[src/rtl/led_breath_pwm_pkg.sv]
// led_breath_pwm_pkg: phase encoding and default parameters shared by the breathing-LED block
package led_breath_pwm_pkg;
  typedef enum logic [2:0] {
    PH_IDLE    = 3'd0,
    PH_UP      = 3'd1,
    PH_HOLD_HI = 3'd2,
    PH_DOWN    = 3'd3,
    PH_HOLD_LO = 3'd4
  } phase_t;
  localparam int PWM_BITS_DEF   = 8;
  localparam int HOLD_STEPS_DEF = 16;
endpackage

[src/rtl/led_pwm_core.sv]
// led_pwm_core: free-running PWM counter with period-boundary duty latch and registered LED compare
module led_pwm_core
  import led_breath_pwm_pkg::*;
#(
  parameter int PWM_BITS = PWM_BITS_DEF
) (
  input  logic                CLK,
  input  logic                RST_N,
  input  logic                enable,
  input  logic [PWM_BITS-1:0] duty_next,
  output logic                LED
);
  localparam logic [PWM_BITS-1:0] MAX = '1;
  logic [PWM_BITS-1:0] pwm_cnt, duty;
  // duty only reloads on the last count so each period renders one level cleanly
  always_ff @(posedge CLK or negedge RST_N)
    if (!RST_N) begin
      pwm_cnt <= '0;
      duty    <= '0;
      LED     <= 1'b0;
    end else if (!enable) begin
      pwm_cnt <= '0;
      duty    <= '0;
      LED     <= 1'b0;
    end else begin
      pwm_cnt <= pwm_cnt + 1'b1;
      if (pwm_cnt == MAX) duty <= duty_next;
      LED <= pwm_cnt < duty;
    end
endmodule

[src/rtl/led_breath_pwm.sv]
// led_breath_pwm: tick-driven breathing pattern FSM (up, hold, down, hold) rendered as PWM.
// Define LED_GAMMA_EN to square the level before PWM for a perceptually linear ramp.
module led_breath_pwm
  import led_breath_pwm_pkg::*;
#(
  parameter int PWM_BITS   = PWM_BITS_DEF,
  parameter int HOLD_STEPS = HOLD_STEPS_DEF
) (
  input  logic                CLK,
  input  logic                RST_N,
  input  logic                ENABLE,
  input  logic                STEP_TICK,
  output logic                LED,
  output logic [PWM_BITS-1:0] LEVEL,
  output logic [2:0]          PHASE,
  output logic                PERIOD_DONE
);
  localparam logic [PWM_BITS-1:0] MAX       = '1;
  localparam logic [7:0]          HOLD_LAST = 8'(HOLD_STEPS - 1);
  phase_t              state, state_n;
  logic [PWM_BITS-1:0] level_n, duty_next;
  logic [7:0]          hold_cnt, hold_n;
  logic                pd_n, hold_done;
  always_ff @(posedge CLK or negedge RST_N)
    if (!RST_N) begin
      state       <= PH_IDLE;
      LEVEL       <= '0;
      hold_cnt    <= '0;
      PERIOD_DONE <= 1'b0;
    end else begin
      state       <= state_n;
      LEVEL       <= level_n;
      hold_cnt    <= hold_n;
      PERIOD_DONE <= pd_n;
    end
  assign PHASE     = state;
  assign hold_done = hold_cnt == HOLD_LAST;
  always_comb begin
    state_n = state;
    level_n = LEVEL;
    hold_n  = hold_cnt;
    pd_n    = 1'b0;
    if (!ENABLE) begin
      state_n = PH_IDLE;
      level_n = '0;
      hold_n  = '0;
    end else
      case (state)
        PH_IDLE: begin
          state_n = PH_UP;
          level_n = '0;
        end
        PH_UP:
          if (STEP_TICK) begin
            level_n = LEVEL + 1'b1;
            if (level_n == MAX) begin
              state_n = PH_HOLD_HI;
              hold_n  = '0;
            end
          end
        PH_DOWN:
          if (STEP_TICK) begin
            level_n = LEVEL - 1'b1;
            if (level_n == '0) begin
              state_n = PH_HOLD_LO;
              hold_n  = '0;
            end
          end
        PH_HOLD_HI, PH_HOLD_LO:
          if (STEP_TICK) begin
            hold_n = hold_done ? '0 : hold_cnt + 1'b1;
            if (hold_done) begin
              state_n = (state == PH_HOLD_HI) ? PH_DOWN : PH_UP;
              pd_n    = state == PH_HOLD_LO;
            end
          end
        default: state_n = PH_IDLE;
      endcase
  end
`ifdef LED_GAMMA_EN
  assign duty_next = PWM_BITS'(({{PWM_BITS{1'b0}}, LEVEL} * {{PWM_BITS{1'b0}}, LEVEL}) >> PWM_BITS);
`else
  assign duty_next = LEVEL;
`endif
  led_pwm_core #(.PWM_BITS(PWM_BITS)) u_core (
    .CLK       (CLK),
    .RST_N     (RST_N),
    .enable    (ENABLE && state != PH_IDLE),
    .duty_next (duty_next),
    .LED       (LED)
  );
endmodule

[config.mk]
export PLATFORM = sky130hd
export DESIGN_NAME = led_breath_pwm
export DESIGN_NICKNAME = d
export VERILOG_FILES = /design/src/rtl/led_breath_pwm_pkg.sv /design/src/rtl/led_pwm_core.sv /design/src/rtl/led_breath_pwm.sv
export SDC_FILE = /design/constraint.sdc
export NUM_CORES = 1
export LEC_CHECK = 0
export BUFFER_PORTS_ARGS = -buffer_cell sky130_fd_sc_hd__buf_2
export CAP_MARGIN = 25
export CORE_MARGIN = 2
export CORE_UTILIZATION = 56
export CTS_BUF_LIST = sky130_fd_sc_hd__clkbuf_2
export CTS_CLUSTER_SIZE = 40
export DETAILED_ROUTE_END_ITERATION = 8
export PLACE_DENSITY = 0.78
export SYNTH_ARGS = -nofsm -noshare
export SYNTH_HDL_FRONTEND = slang
export SYNTH_HIERARCHICAL = 1
export SYNTH_SLANG_ARGS = --single-unit
[constraint.sdc]
create_clock -name CLK -period 2.2 [get_ports CLK]
set_input_delay 0.44 -clock CLK [delete_from_list [all_inputs] [get_ports CLK]]
set_output_delay 0.44 -clock CLK [all_outputs]
set_load 0.03 [all_outputs]
Yosys cells after proc, flatten, opt, wreduce, memory -nomap -nowiden
Cells that the tools add are included.
{"block": "op_classes", "add_sub_neg": 4, "multipliers": 0, "n_div": 0, "n_lt_le_gt_ge": 1, "eq_ne": 16, "n_shift": 0, "mux": 29, "n_bitwise": 0, "reduce_logical": 8}
{"cell": "2-to-1 mux 8 bit", "n": 13}
{"cell": "one-hot mux 8 bit (3 select lines)", "n": 2}
{"cell": "adder 8 x 1 -> 8 bit (second input constant)", "n": 3}
{"cell": "2-to-1 mux 3 bit", "n": 7}
{"cell": "inequality test 3 bit (second input constant)", "n": 6}
{"cell": "equality test 8 bit (second input constant)", "n": 2}
{"cell": "one-hot mux 3 bit (4 select lines)", "n": 1}
{"cell": "AND reduction 6 bit", "n": 2}
{"cell": "equality test 8 x 4 -> 1 bit (second input constant)", "n": 1}
{"cell": "zero test 8 bit", "n": 1}
{"cell": "< comparator 8 bit", "n": 1}
{"cell": "inequality test 4 x 1 -> 1 bit (second input constant)", "n": 2}
{"cell": "subtractor 8 x 1 -> 8 bit (second input constant)", "n": 1}
{"cell": "equality test 3 x 2 -> 1 bit (second input constant)", "n": 2}
{"cell": "2-to-1 mux 1 bit", "n": 5}
{"cell": "equality test 3 x 1 -> 1 bit (second input constant)", "n": 1}
{"cell": "equality test 3 bit (second input constant)", "n": 1}
{"cell": "zero test 3 bit", "n": 1}
{"cell": "AND reduction 3 bit", "n": 1}
{"cell": "nonzero test 3 bit", "n": 1}
{"cell": "2-to-1 mux 2 bit", "n": 1}
{"cell": "inequality test 2 bit (second input constant)", "n": 1}
{"cell": "OR reduction 2 bit", "n": 1}
{"cell": "logical AND 1 bit", "n": 1}
{"block": "totals", "ff_bits": 37, "latch_bits": 0, "ram_bits": 0, "mem_bits_ro": 0, "input_bits": 4, "output_inout_bits": 13, "mem_count": 0}

Depth between registers and ports, before layout
{"block": "depth", "ltp_word": 6, "mapped_depth": 8}

Hierarchy
Netlist, hierarchy kept.
{"module": "led_breath_pwm", "n_inst": 1, "cells_per_inst": 174, "area_each_um2": 1505.2}
{"module": "led_pwm_core", "n_inst": 1, "cells_per_inst": 92, "area_each_um2": 918.4}

Least setup slack after synthesis
Ideal clock, no wire load.
{"block": "synth_path", "path_type": "reg-to-reg", "startpoint": "register LEVEL[0]", "endpoint": "register state[2], in the netlist PHASE[2]", "t_arrival_ns": 2.550, "path_slack_ns": -0.478, "stages_incl_launch_ff": 9, "n_path_buf": 0, "synth_period_minus_slack_ns": 2.678, "cell_sequence": "dfrtp_1 inv_1 ha_1 xor2_1 or4_4 nor4_4 o22ai_2 nor3b_2 mux2_1"}
{"block": "synth_via", "elab_chain_cells": 4}
{"item": "start: declaration", "line_no": "led_breath_pwm.sv:14", "text": "output logic [PWM_BITS-1:0] LEVEL,"}
{"item": "start signal: assignment", "line_no": "led_breath_pwm.sv:32", "text": "LEVEL <= level_n;"}
{"item": "adder 8 x 1 -> 8 bit / subtractor 8 x 1 -> 8 bit (equally long branches)", "line_no": "led_breath_pwm.sv:55, led_breath_pwm.sv:63"}
{"item": "equality test 8 bit / zero test 8 bit (equally long branches)", "line_no": "led_breath_pwm.sv:56, led_breath_pwm.sv:64"}
{"item": "inequality test 3 bit (no source line)"}
{"item": "AND reduction 6 bit (no source line) *"}
{"item": "end signal: assignment", "line_no": "led_breath_pwm.sv:31", "text": "state <= state_n;"}
{"item": "end: declaration", "line_no": "led_breath_pwm.sv:20", "text": "phase_t state, state_n;"}
Every way passes the cells marked *; elsewhere a longest branch is shown, timed or not.
A chain may end at the register's enable or synchronous reset.

Worst setup path in the final report
Same ends and word-level chain as after synthesis.

==> summary.md <==
| Metric | Value |
|---|---|
| Cells after DPL | `about 350` |
| Hold Crit Start | `ENABLE` |
| Cell family with most CP delay | `simple AND/OR/NAND/NOR gates` |
| CP Buf/Inv Count | `1` |
| Post-route insts no fill | `356` |
| Syn nets | `between 200 and 300` |
| Sequential area share after synthesis | `between 30% and 40%` |
| VDD IR max | `approximately 0.33 mV` |
| Num CTS Buffers | `5` |
| Post-synth top cells | `dfrtp_1 (37), nand2_1 (29), o21ai_0 (25)` |
| Crit-path max FO | `5` |
| Yosys cell types | `59` |
| Starting DRT DRC Count | `140` |
| Main flop type after synthesis | `dfrtp_1` |
| Lkg Pwr | `1.23 nW` |
| Setup tns final | `-0.0212 ns` |
| First-pass GRT wire length | `between 9000 and 10,000 um` |
| Die Area | `between 4000 and 5000 um2` |
| Drt first pass iters | `4` |
| Post-synthesis mux area share | `~5.3%` |
| Synth Area in XOR/XNOR | `around 2.5%` |
| Vias in the first global route | `around 2,100` |
| Worst hold path type | `input port to register` |
| IO Port Bufs | `16` |
| Synth Area in Adders | `under 10%` |
| Initial antenna violation count | `0` |
| Nets | `approximately 320` |
| Die height | `about 70 um` |
| Clock slew at reported path FFs | `0.20 ns` |
| Clock insertion delay at the later pin of the skew report | `0.39 ns` |
| Vias per inst | `5.90` |
| Register bit total from synthesis | `37` |
| Crit path from | `LEVEL[0]` |
| I/O pin total | `17` |
| WP data arrival | `about 2.5 ns` |
| Syn. warnings | `6` |
| Remaining DRCs | `0` |
| CTS max path bufs | `2` |
| Slowest cell on crit path | `or4_4` |
| Largest family of logic cells by synthesized area | `simple AND/OR/NAND/NOR gates` |
| Maximum capacitance violations | `0` |
| H-tree depth | `2` |
| Core area | `approximately 4000 um2` |
| Power Dens Cells | `500 nW/um2` |
| Fin crit period | `2.22 ns` |
| Initial Util | `approximately three fifths` |
| Top post-synthesis cells by area | `dfrtp_1 (38%), ha_1 (6.7%), o21ai_0 (5.2%)` |
| Drt wl/cell | `15.1 um` |
| Overall Power | `1.39 mW` |
| Async set-reset flop share out of synthesis | `between 90% and 100%` |
| Yosys top cell by area | `dfrtp_1` |
| Critical path's largest stage delay | `0.49 ns` |
| CTS tree | `yes` |
| Worst path cell trace | `inv_2 -> ha_4 -> xor2_1 -> or4_4 -> nor4_4 -> o22ai_2 -> nor3b_2 -> mux2_4` |
| Final WL | `between 5000 and 6000 um` |
| EDFF count, synth | `0` |
| Post-synthesis simple-gate area fraction | `26.0%` |
| # fillers | `between 300 and 400` |
| RR Startpoint | `LEVEL[0]` |
| Measured slew at the worst slew-check pin | `between 0.5 and 0.6 ns` |
| Fin. max-slew vios | `0` |
| Hold Fails Final Rpt | `0` |
| PnR worst setup slack | `-0.0212 ns` |
| Critical Path Start Type | `register` |
| Worst path required time | `about 2.5 ns` |
| GRT overflow | `0` |
| Avg Inst Size Synth | `~9.1 um2` |
| FP Rows | `23` |
| Failing checks | `negative setup slack` |
| Via Count | `2,099` |
| Fmax | `around 450 MHz` |
| Post-route ant nets | `0` |
| Share of layout cells above drive strength 1 | `between 20% and 30%` |
| Cells after synthesis | `around 270` |
| Rel. slew slack | `62.3%` |
| Area growth, synth to finish | `15.1%` |
| Global router's overall resource usage | `a little under a quarter` |
| Final worst path period share | `101%` |
| TritonCTS Sinks | `37` |
| Number of diodes | `0` |
| Largest net degree at the start of global routing | `21` |
| Clock skew | `a little under 0.03 ns` |
| Compound-Gate Fraction of Synth Area | `about 16%` |
| DIE WIDTH | `about 70 um` |
| Synthesized area | `2420 um2` |
| Status | `finished, violations left` |
| Post-DP HPWL | `around 4000 um` |
| RSZ-0062 raised after global routing | `yes` |
| CP Class | `register to register` |
| RePlAce Congestion | `between 0.8 and 0.9` |
| Synth top area share | `about two fifths` |
| Top-count cell post-synth | `dfrtp_1` |
| Final setup vio count | `1` |
| Setup crit end kind | `register` |
| Root Buffer | `clkbuf_2` |
## area by class of cell
class / instances / area (um2) / area share, %
Clock buffer: 6 / 30.0 / 1.08
Clock inverter: 1 / 3.75 / 0.135
Inverter: 15 / 58.8 / 2.11
Multi-Input combinational cell: 201 / 1400 / 50.1
Sequential cell: 37 / 930 / 33.3
Tap cell: 50 / 62.6 / 2.24
Timing Repair Buffer: 46 / 308 / 11.0
## worst reg2reg max path: stages, from the launching register on
cell and delay [ns]:
dfrtp_2 0.45, inv_2 0.07, ha_4 0.16, xor2_1 0.13, or4_4 0.49, nor4_4 0.19
o22ai_2 0.14, nor3b_2 0.20, mux2_4 0.31
## metal layers
| layer | GRT usage, % | routed length (um) | up-vias |
|---|---|---|---|
| li1 | - | - | 1029 |
| met1 | 31.1 | 2510 | 1002 |
| met2 | 38.2 | 2510 | 53 |
| met3 | 4.22 | 206 | 15 |
| met4 | 10.0 | 151 | 0 |
| met5 | 0 | 0 | - |
## path summary, 6_finish.rpt
check / cells past startpoint / slack [ns] / end
min in group asynchronous: 2 / 0.47 / LEVEL[2]
min reg2reg: 1 / 0.52 / u_core/pwm_cnt[0]
max reg2reg: 8 / -0.02 / PHASE[2]
max in group asynchronous: 3 / 1.11 / u_core/duty[4]
max: 8 / -0.02 / PHASE[2]
min: 3 / 0.36 / PERIOD_DONE
## report_power, final
| group | internal, mW | total (mW) | leakage (nW) | switching [mW] |
|---|---|---|---|---|
| logic | 0.164 | 0.380 | 0.698 | 0.216 |
| registers | 0.698 | 0.717 | 0.508 | 0.0194 |
| clock network | 0.0742 | 0.296 | 0.0265 | 0.222 |
| total | 0.936 | 1.39 | 1.23 | 0.458 |
## repair_timing
action                     in CTS  in global routing
hold buffers                    1                  0
setup endpoints to repair       1                  8
buffers inserted                1                  1
hold endpoints to repair       17                  0
resized for setup               0                  6
## cells in the final DEF (no fill, tap or decap), types with 3 or more instances in the layout
master,n
nor2b_1,6
nand3_1,7
ha_1,12
or2_2,3
clkbuf_2,6
buf_2,16
a21oi_1,9
o21ai_1,4
dfrtp_1,34
nor3_1,6
nor4_1,3
mux2i_1,9
buf_4,29
dfrtp_2,3
and3_1,3
nand3b_1,3
nand2b_1,7
inv_1,13
or3_1,6
o21ai_0,21
xor2_1,5
nand2_1,29
nor2_1,14
o31ai_1,6
## stage by stage
stage	setup slack, ns	util (%)	area, um2	hold slack, ns
finish	-0.0212	68.2	2790	0.358
global route	-0.102	68.2	2790	0.345
CTS	-0.0269	67.9	2780	0.342
detailed placement	-0.000976	66.7	2720	0.400
global placement	0.0448	66.7	2720	0.393
floorplan	-0.193	-	2440	0.144
## sequential cells by signal, indices dropped and copies added, names as in the netlist
register,flops
LEVEL,8
PHASE,3
u_core/LED,1
hold_cnt,8
u_core/duty,8
u_core/pwm_cnt,8
PERIOD_DONE,1
## kinds of logic after synthesis
kind of cell    Yosys count
mux                      12
xor+xnor                  7
flops                    37
simple gates            108
compound gates           61
buf+inv                  28
fa+ha+maj                13
Note: power is estimated with default switching activity, not from simulation.
